<file path="config.mk">
export PLATFORM = sky130hd
export DESIGN_NAME = pipe_stage_reg
export DESIGN_NICKNAME = d
export VERILOG_FILES = /design/src/rtl/pipe_stage_reg.sv
export SDC_FILE = /design/constraint.sdc
export NUM_CORES = 1
export LEC_CHECK = 0
export ABC_AREA = 1
export BUFFER_PORTS_ARGS = -buffer_cell sky130_fd_sc_hd__buf_4
export CORE_MARGIN = 2
export CORE_UTILIZATION = 45
export DETAILED_ROUTE_END_ITERATION = 7
export PLACE_DENSITY = 0.77
export SLEW_MARGIN = 20
export SYNTH_ARGS = -nofsm -noshare
export SYNTH_HDL_FRONTEND = slang
export SYNTH_SLANG_ARGS = --single-unit
export TNS_END_PERCENT = 1
</file>
<file path="constraint.sdc">
create_clock -name clk -period 2.1 [get_ports clk]
set_input_delay 0.315 -clock clk [delete_from_list [all_inputs] [get_ports clk]]
set_output_delay 0.315 -clock clk [all_outputs]
set_load 0.1 [all_outputs]
</file>
<file path="src/rtl/pipe_stage_reg.sv">
// pipe_stage_reg: inter-stage pipeline register with valid/ready handshake,
// synchronous flush and an optional two-entry skid buffer.
//
// Parameters:
//   DATA_W    - payload width in bits
//   NOP_VALUE - payload driven on dn_data while the stage holds a bubble
//   SKID      - 1: main + skid entry, registered up_ready
//               0: single entry, combinational up_ready
// Ports:
//   clk        - clock, rising edge
//   rst        - asynchronous reset, active low
//   flush      - synchronous kill of all held and in-flight entries
//   up_valid   - upstream payload valid
//   up_ready   - stage can accept this cycle
//   up_data    - upstream payload
//   dn_valid   - dn_data holds a real instruction
//   dn_ready   - downstream accepts this cycle
//   dn_data    - payload to next stage (NOP_VALUE when dn_valid=0)
//   occupancy  - entries held (0..2)
module pipe_stage_reg #(
    parameter int unsigned       DATA_W    = 32,
    parameter logic [DATA_W-1:0] NOP_VALUE = '0,
    parameter bit                SKID      = 1'b1
) (
    input  logic              clk,
    input  logic              rst,
    input  logic              flush,
    input  logic              up_valid,
    output logic              up_ready,
    input  logic [DATA_W-1:0] up_data,
    output logic              dn_valid,
    input  logic              dn_ready,
    output logic [DATA_W-1:0] dn_data,
    output logic [1:0]        occupancy
);

    typedef enum logic [1:0] {
        EMPTY = 2'd0,
        ONE   = 2'd1,
        FULL  = 2'd2
    } state_t;

    state_t            state_q, state_d;
    logic [DATA_W-1:0] m_q, m_d;
    logic [DATA_W-1:0] s_q, s_d;
    logic              rdy_q, rdy_d;
    logic              up_xfer, dn_xfer;

    assign dn_valid = (state_q != EMPTY);
    assign dn_data  = dn_valid ? m_q : NOP_VALUE;

    // rdy_q is 0 through reset and the first edge after it, so nothing is
    // accepted until the cycle after that edge. With SKID it also tracks
    // !FULL one cycle ahead, keeping up_ready free of any dn_ready path.
    if (SKID) begin : g_skid
        assign up_ready = rdy_q;
    end else begin : g_noskid
        assign up_ready = rdy_q && (!dn_valid || dn_ready);
    end

    assign up_xfer = up_valid && up_ready;
    assign dn_xfer = dn_valid && dn_ready;

    always_comb begin
        occupancy = 2'd0;
        case (state_q)
            EMPTY:   occupancy = 2'd0;
            ONE:     occupancy = 2'd1;
            FULL:    occupancy = 2'd2;
            default: occupancy = 2'd0;
        endcase
    end

    always_comb begin
        state_d = state_q;
        m_d     = m_q;
        s_d     = s_q;
        if (flush) begin
            // An up-transfer in this cycle still handshakes; its data is dropped.
            state_d = EMPTY;
            m_d     = NOP_VALUE;
            s_d     = NOP_VALUE;
        end else begin
            case (state_q)
                EMPTY: begin
                    if (up_xfer) begin
                        m_d     = up_data;
                        state_d = ONE;
                    end
                end
                ONE: begin
                    if (up_xfer && dn_xfer) begin
                        m_d = up_data;
                    end else if (up_xfer) begin
                        if (SKID) begin
                            s_d     = up_data;
                            state_d = FULL;
                        end else begin
                            m_d = up_data;
                        end
                    end else if (dn_xfer) begin
                        m_d     = NOP_VALUE;
                        state_d = EMPTY;
                    end
                end
                FULL: begin
                    if (dn_xfer) begin
                        m_d     = s_q;
                        s_d     = NOP_VALUE;
                        state_d = ONE;
                    end
                end
                default: begin
                    state_d = EMPTY;
                    m_d     = NOP_VALUE;
                    s_d     = NOP_VALUE;
                end
            endcase
        end
        rdy_d = (state_d != FULL);
    end

    always_ff @(posedge clk or negedge rst) begin
        if (!rst) begin
            state_q <= EMPTY;
            m_q     <= NOP_VALUE;
            s_q     <= NOP_VALUE;
            rdy_q   <= 1'b0;
        end else begin
            state_q <= state_d;
            m_q     <= m_d;
            s_q     <= s_d;
            rdy_q   <= rdy_d;
        end
    end

endmodule

</file>
==> results.json, run 1 <==
{
  "io_pins": 73,
  "postCtsHoldBufs": 0,
  "nets": 748,
  "dpl_cell_area_um2": 4640,
  "finalSetupViolations": 0,
  "grt_pass1_wl_mm": 17.0,
  "critPathCaptureType": "output pin",
  "clkTransAtPathRegs_ps": 80,
  "finalInstanceArea_um2": 4900,
  "arrival_ps": 1640,
  "firstDrtPassIters": 5,
  "place.gp.congestion": 0.915,
  "start_kind": "register",
  "drt-wirelength-per-cell_um": 11.9,
  "syn_nets": 685,
  "detail-route-antenna-nets": 0,
  "grt_pass1_vias": 3785,
  "antenna_cells": 0,
  "postSynthAreaPerCell_um2": 6.28,
  "fmax_ghz": 0.513,
  "synth-seq-cells": 67,
  "status": "complete, no violations",
  "root_buffer": "clkbuf_8",
  "cts_resized": 0,
  "cp.required_ps": 1780,
  "final_cell_mix": "297 x nand2_1, 104 x inv_1, 84 x buf_4, 68 x nor2_1, 67 x dfrtp_1",
  "worst_skew_pair.late_latency_ps": 330,
  "gr-total-overflow": 0,
  "htree_levels": 3,
  "drtIter0Drc": 206,
  "post_cts_buffers": 0,
  "mostFrequentLayoutCell": "nand2_1",
  "timing.final.crit_share": 0.929,
  "drc_errors": 0,
  "hold_violations": 0,
  "path_max_fanout": 11,
  "wirelength_mm": 9.77,
  "p_per_area_nw_per_um2": 761,
  "syn2layout_area_growth_pct": 20.5,
  "die_x_um": 99.1,
  "vias_per_cell": 4.70,
  "numCtsBuffers": 9,
  "synthCells": 648,
  "post-route-min-period_ps": 1950,
  "synth-warning-count": 0,
  "hold_class": "primary input to async pin",
  "rrSetupSlack_ps": 230,
  "r2r_start": "state_q[0]$_DFF_PN0_",
  "antenna_found_initial": 0,
  "crit_start": "state_q[0]$_DFF_PN0_",
  "crit_type": "register to output pin",
  "dpl.hpwl_mm": 6.49,
  "die-area_um2": 9820,
  "clock_skew_ps": 9.65,
  "drv_cap": 0,
  "start_util": 0.464,
  "cts.sink_count": 67,
  "layout-drive-gt1-share": 0.152,
  "io_buffers": 72,
  "die_y_um": 99.1,
  "coreArea_um2": 8760,
  "ir_worst_vdd_uv": 372,
  "track_usage": 0.211,
  "rows": 34,
  "drv_slew": 0,
  "tightest_slew_ps": 852,
  "netlist_area_um2": 4070,
  "rr_worst_depth": 7,
  "leakage_nw": 3.00,
  "grt_max_degree": 68,
  "vias": 3871,
  "cts_tree": "done",
  "yosysUniqueCellTypes": 20,
  "rsz0062_at_grt": "no",
  "clockBufferDepth": 2,
  "setup_tns_ps": 0,
  "maxSlewHeadroom": 0.432,
  "yosysSeqAreaShare": 0.412
}
==> cell type report <==
cell class,count,area (µm²)
timing repair buffer,85,642
clock inverter,5,108
inverter,105,394
multi-input combinational,443,1800
tap,108,135
sequential,67,1680
clock buffer,11,141
fill,878,3860
==> routing by layer <==
layer	wire, µm	GRT usage	up-vias	part of all wire
met5	0	0	-	0
met4	110	0.0717	0	0.011
met3	488	0.0298	10	0.050
met2	4790	0.378	97	0.49
met1	4380	0.261	1748	0.45
li1	-	-	2016	-
==> sequential cells by signal, indices dropped and copies added, names as in the netlist <==
signal and cells:
up_ready 1, m_q 32, s_q 32, state_q 2
==> worst paths after layout <==
kind / to
max: occupancy[1]
min: m_q[14]$_DFFE_PN0P_
max reg2reg: s_q[26]$_DFFE_PN0P_
min reg2reg: s_q[8]$_DFFE_PN0P_
max in group asynchronous: m_q[0]$_DFFE_PN0P_
min in group clk: m_q[22]$_DFFE_PN0P_
==> critical path, cell delays in order (launching register included) <==
cell	delay (ps)
dfrtp_1	420
inv_1	100
nand2_1	110
inv_1	310
buf_4	360
==> logic make-up after synthesis <==
group / share of synthesized area
XOR/XNOR: 0.00215
AND/OR/NAND/NOR: 0.427
AO/OA/AOI/OAI: 0.00954
flip-flops: 0.412
buffers and inverters: 0.149
==> per-stage QoR <==
stage	instances	hold slack (ps)	utilization	power [mW]	setup slack (ps)
floorplan	648	19.4	-	2.15	-276
global placement	807	455	0.529	2.37	112
detailed placement	807	461	0.529	2.40	6.20
CTS	823	114	0.558	3.75	1.44
global route	824	163	0.559	3.93	47.1
finish	824	81.3	0.559	3.73	149
==> synth_stat cells <==
| library cell | number | area share |
|---|---|---|
| nand3_1 | 65 | 0.080 |
| a21oi_4 | 1 | 0.0040 |
| clkbuf_1 | 1 | 0.00092 |
| xnor2_1 | 1 | 0.0022 |
| nor2_2 | 1 | 0.0015 |
| inv_2 | 1 | 0.00092 |
| nand2_4 | 1 | 0.0028 |
| a21oi_1 | 2 | 0.0025 |
| o21ai_1 | 1 | 0.0012 |
| dfrtp_1 | 67 | 0.41 |
| o21bai_1 | 1 | 0.0018 |
| nand2_2 | 1 | 0.0015 |
| buf_4 | 4 | 0.0074 |
| buf_1 | 4 | 0.0037 |
| nor2_4 | 1 | 0.0028 |
| buf_6 | 6 | 0.017 |
| buf_2 | 19 | 0.023 |
| nor2_1 | 69 | 0.064 |
| nand2_1 | 298 | 0.27 |
| inv_1 | 104 | 0.096 |
==> power by group <==
| part | switching, mW | leakage, nW | internal (mW) |
|---|---|---|---|
| clock network | 0.526 | 0.125 | 0.832 |
| registers | 0.0577 | 0.899 | 1.39 |
| logic | 0.674 | 1.97 | 0.249 |
| total | 1.26 | 3.00 | 2.47 |
(Power assumes the default switching activity.)
==> inputs of run 2 (changes only) <==
--- a/config.mk
+++ b/config.mk
@@ -9,7 +9,9 @@
 export BUFFER_PORTS_ARGS = -buffer_cell sky130_fd_sc_hd__buf_4
 export CORE_MARGIN = 2
 export CORE_UTILIZATION = 45
+export CTS_BUF_LIST = sky130_fd_sc_hd__clkbuf_16
 export DETAILED_ROUTE_END_ITERATION = 7
+export HOLD_SLACK_MARGIN = 0.12
 export PLACE_DENSITY = 0.77
 export SLEW_MARGIN = 20
 export SYNTH_ARGS = -nofsm -noshare
==> run 2 against run 1 <==
Net effect:
- sequential power about the same
- core utilization rose by 1.0 points
- critical path depth is the same
- fmax down 0.49%
- global-route usage grew 1.2 points
- total power is 11% higher
- non-clock buffer count did not move
- combinational power rose by 0.4%
- sequential share of layout area is 0.63 points lower
- cell count is the same
- clock skew shrank 4.9 ps
- critical endpoint unchanged
==> results.json, run 2 (synthesis results as in run 1) <==
{
  "start_util": 0.464,
  "combPwrFrac": 0.225,
  "top_regs": "m_q (32), s_q (32), state_q (2)",
  "drv_cap": 0,
  "firstDrtPassIters": 4,
  "fmax_ghz": 0.510,
  "crit_type": "register to output pin",
  "mostFrequentLayoutCell": "nand2_1",
  "wirelength_mm": 10.0,
  "pwr-share-seq": 0.352,
  "drc_errors": 0,
  "drtIter0Drc": 224,
  "setup_tns_ps": 0,
  "cp.required_ps": 1780,
  "detail-route-antenna-nets": 0,
  "power.internal_mw": 2.80,
  "stdcell_count": 824,
  "vias": 3922,
  "track_usage": 0.224,
  "coreArea_um2": 8760,
  "arrival_ps": 1650,
  "io_pins": 73,
  "clockBufferDepth": 2,
  "rsz0062_at_grt": "no",
  "antenna_found_initial": 0,
  "cts.sink_count": 67,
  "dp_cells": 807,
  "cts_tree": "done",
  "max_stage_delay_ps": 420,
  "gr-total-overflow": 0,
  "leakage_nw": 3.04,
  "htree_levels": 3,
  "p_total_mw": 4.12,
  "die-area_um2": 9820,
  "drt-wirelength-per-cell_um": 12.2,
  "crit_slowest_cell": "dfrtp_1",
  "post_cts_buffers": 0,
  "finalSetupViolations": 0,
  "power_switching_mw": 1.32,
  "ir_worst_vdd_uv": 393,
  "vias_per_cell": 4.76,
  "grt_max_degree": 68,
  "clkTransAtPathRegs_ps": 60,
  "cp_common_cell": "inv_1",
  "p_sw_frac": 0.320,
  "dpl.hpwl_mm": 6.49,
  "hold_ws_ps": 104,
  "r2r-end": "s_q[8]$_DFFE_PN0P_",
  "syn2layout_area_growth_pct": 22.7,
  "start_kind": "register",
  "worstPathCellList": "inv_1 -> nand2_1 -> inv_1 -> buf_4",
  "die_y_um": 99.1,
  "status": "complete, no violations",
  "final_util": 0.570,
  "tightest_slew_ps": 856,
  "rows": 34,
  "layout-drive-gt1-share": 0.151,
  "die_x_um": 99.1,
  "drv_slew": 0,
  "timing.final.crit_share": 0.933,
  "antenna_cells": 0,
  "path_max_fanout": 11,
  "p_per_area_nw_per_um2": 826,
  "final_cell_mix": "297 x nand2_1, 105 x inv_1, 84 x buf_4, 68 x nor2_1, 67 x dfrtp_1",
  "rrSetupSlack_ps": 210,
  "clockPowerShare": 0.423,
  "rr_worst_depth": 7,
  "nets": 748,
  "hold_violations": 0,
  "postCtsHoldBufs": 0,
  "maxSlewHeadroom": 0.429,
  "numCtsBuffers": 9,
  "grt_pass1_wl_mm": 17.7,
  "grt_pass1_vias": 3833,
  "worst_skew_pair.late_latency_ps": 330,
  "post-route-min-period_ps": 1960,
  "clock_skew_ps": 4.78,
  "io_buffers": 72,
  "hold_class": "primary input to async pin",
  "root_buffer": "clkbuf_16",
  "critPathCaptureType": "output pin",
  "place.gp.congestion": 0.915,
  "r2r_start": "state_q[0]$_DFF_PN0_"
}
-- run 2: cell count changes in the layout (fill, tap and decap cells not counted) --
cell / change
inv_1: +1
clkbuf_1: -1
clkbuf_16: +9
clkbuf_8: -10
clkinv_1: +1
-- run 2: area by class of cell --
type	instances	area, µm²
fill	854	3770
multi-input combinational	443	1800
sequential	67	1680
timing repair buffer	85	642
inverter	105	394
clock buffer	9	225
tap	108	135
clock inverter	7	115
-- run 2: what timing repair did --
action                     in CTS  in global routing
cloned                          1                  0
setup endpoints to repair      20                 18
pin swaps                       0                  0
resized for setup               0                  2
-- run 2: critical path: cells and delay by family (launching register included) --
kind,cells,cell delay (ps)
AND/OR/NAND/NOR,1,110
buffers and inverters,3,780
flip-flops,1,420
-- run 2: how the worst max path moves through the flow --
stage	from	end	slack, ps	cells past startpoint
final	state_q[0]$_DFF_PN0_	occupancy[1]	140	4
after global routing	state_q[0]$_DFF_PN0_	s_q[2]$_DFFE_PN0P_	50	7
after CTS	state_q[1]$_DFF_PN0_	occupancy[0]	110	5
after detailed placement	state_q[0]$_DFF_PN0_	s_q[26]$_DFFE_PN0P_	6	7
after global placement	state_q[1]$_DFF_PN0_	s_q[23]$_DFFE_PN0P_	110	7
after floorplan	state_q[1]$_DFF_PN0_	dn_data[22]	-280	4
-- run 2: routing by layer --
layer,up-vias,global-route usage,routed length (µm)
met5,-,0,0
met4,0,0.0801,131
met2,96,0.389,5040
li1,2015,-,-
met3,11,0.0404,428
met1,1800,0.278,4420
-- run 2: metrics by stage --
step	setup WS, ps	area [µm²]
global route	45.1	4990
CTS	108	4990
global placement	112	4640
finish	140	4990
detailed placement	6.20	4640
floorplan	-276	4070
-- run 2: power groups by stage --
| stage | Sequential [mW] | Clock [mW] | Combinational [mW] |
|---|---|---|---|
| floorplan | 1.46 | 0 | 0.692 |
| global placement | 1.47 | 0 | 0.905 |
| detailed placement | 1.47 | 0 | 0.922 |
| CTS | 1.45 | 1.76 | 0.933 |
| global route | 1.46 | 1.84 | 1.03 |
| finish | 1.45 | 1.75 | 0.927 |
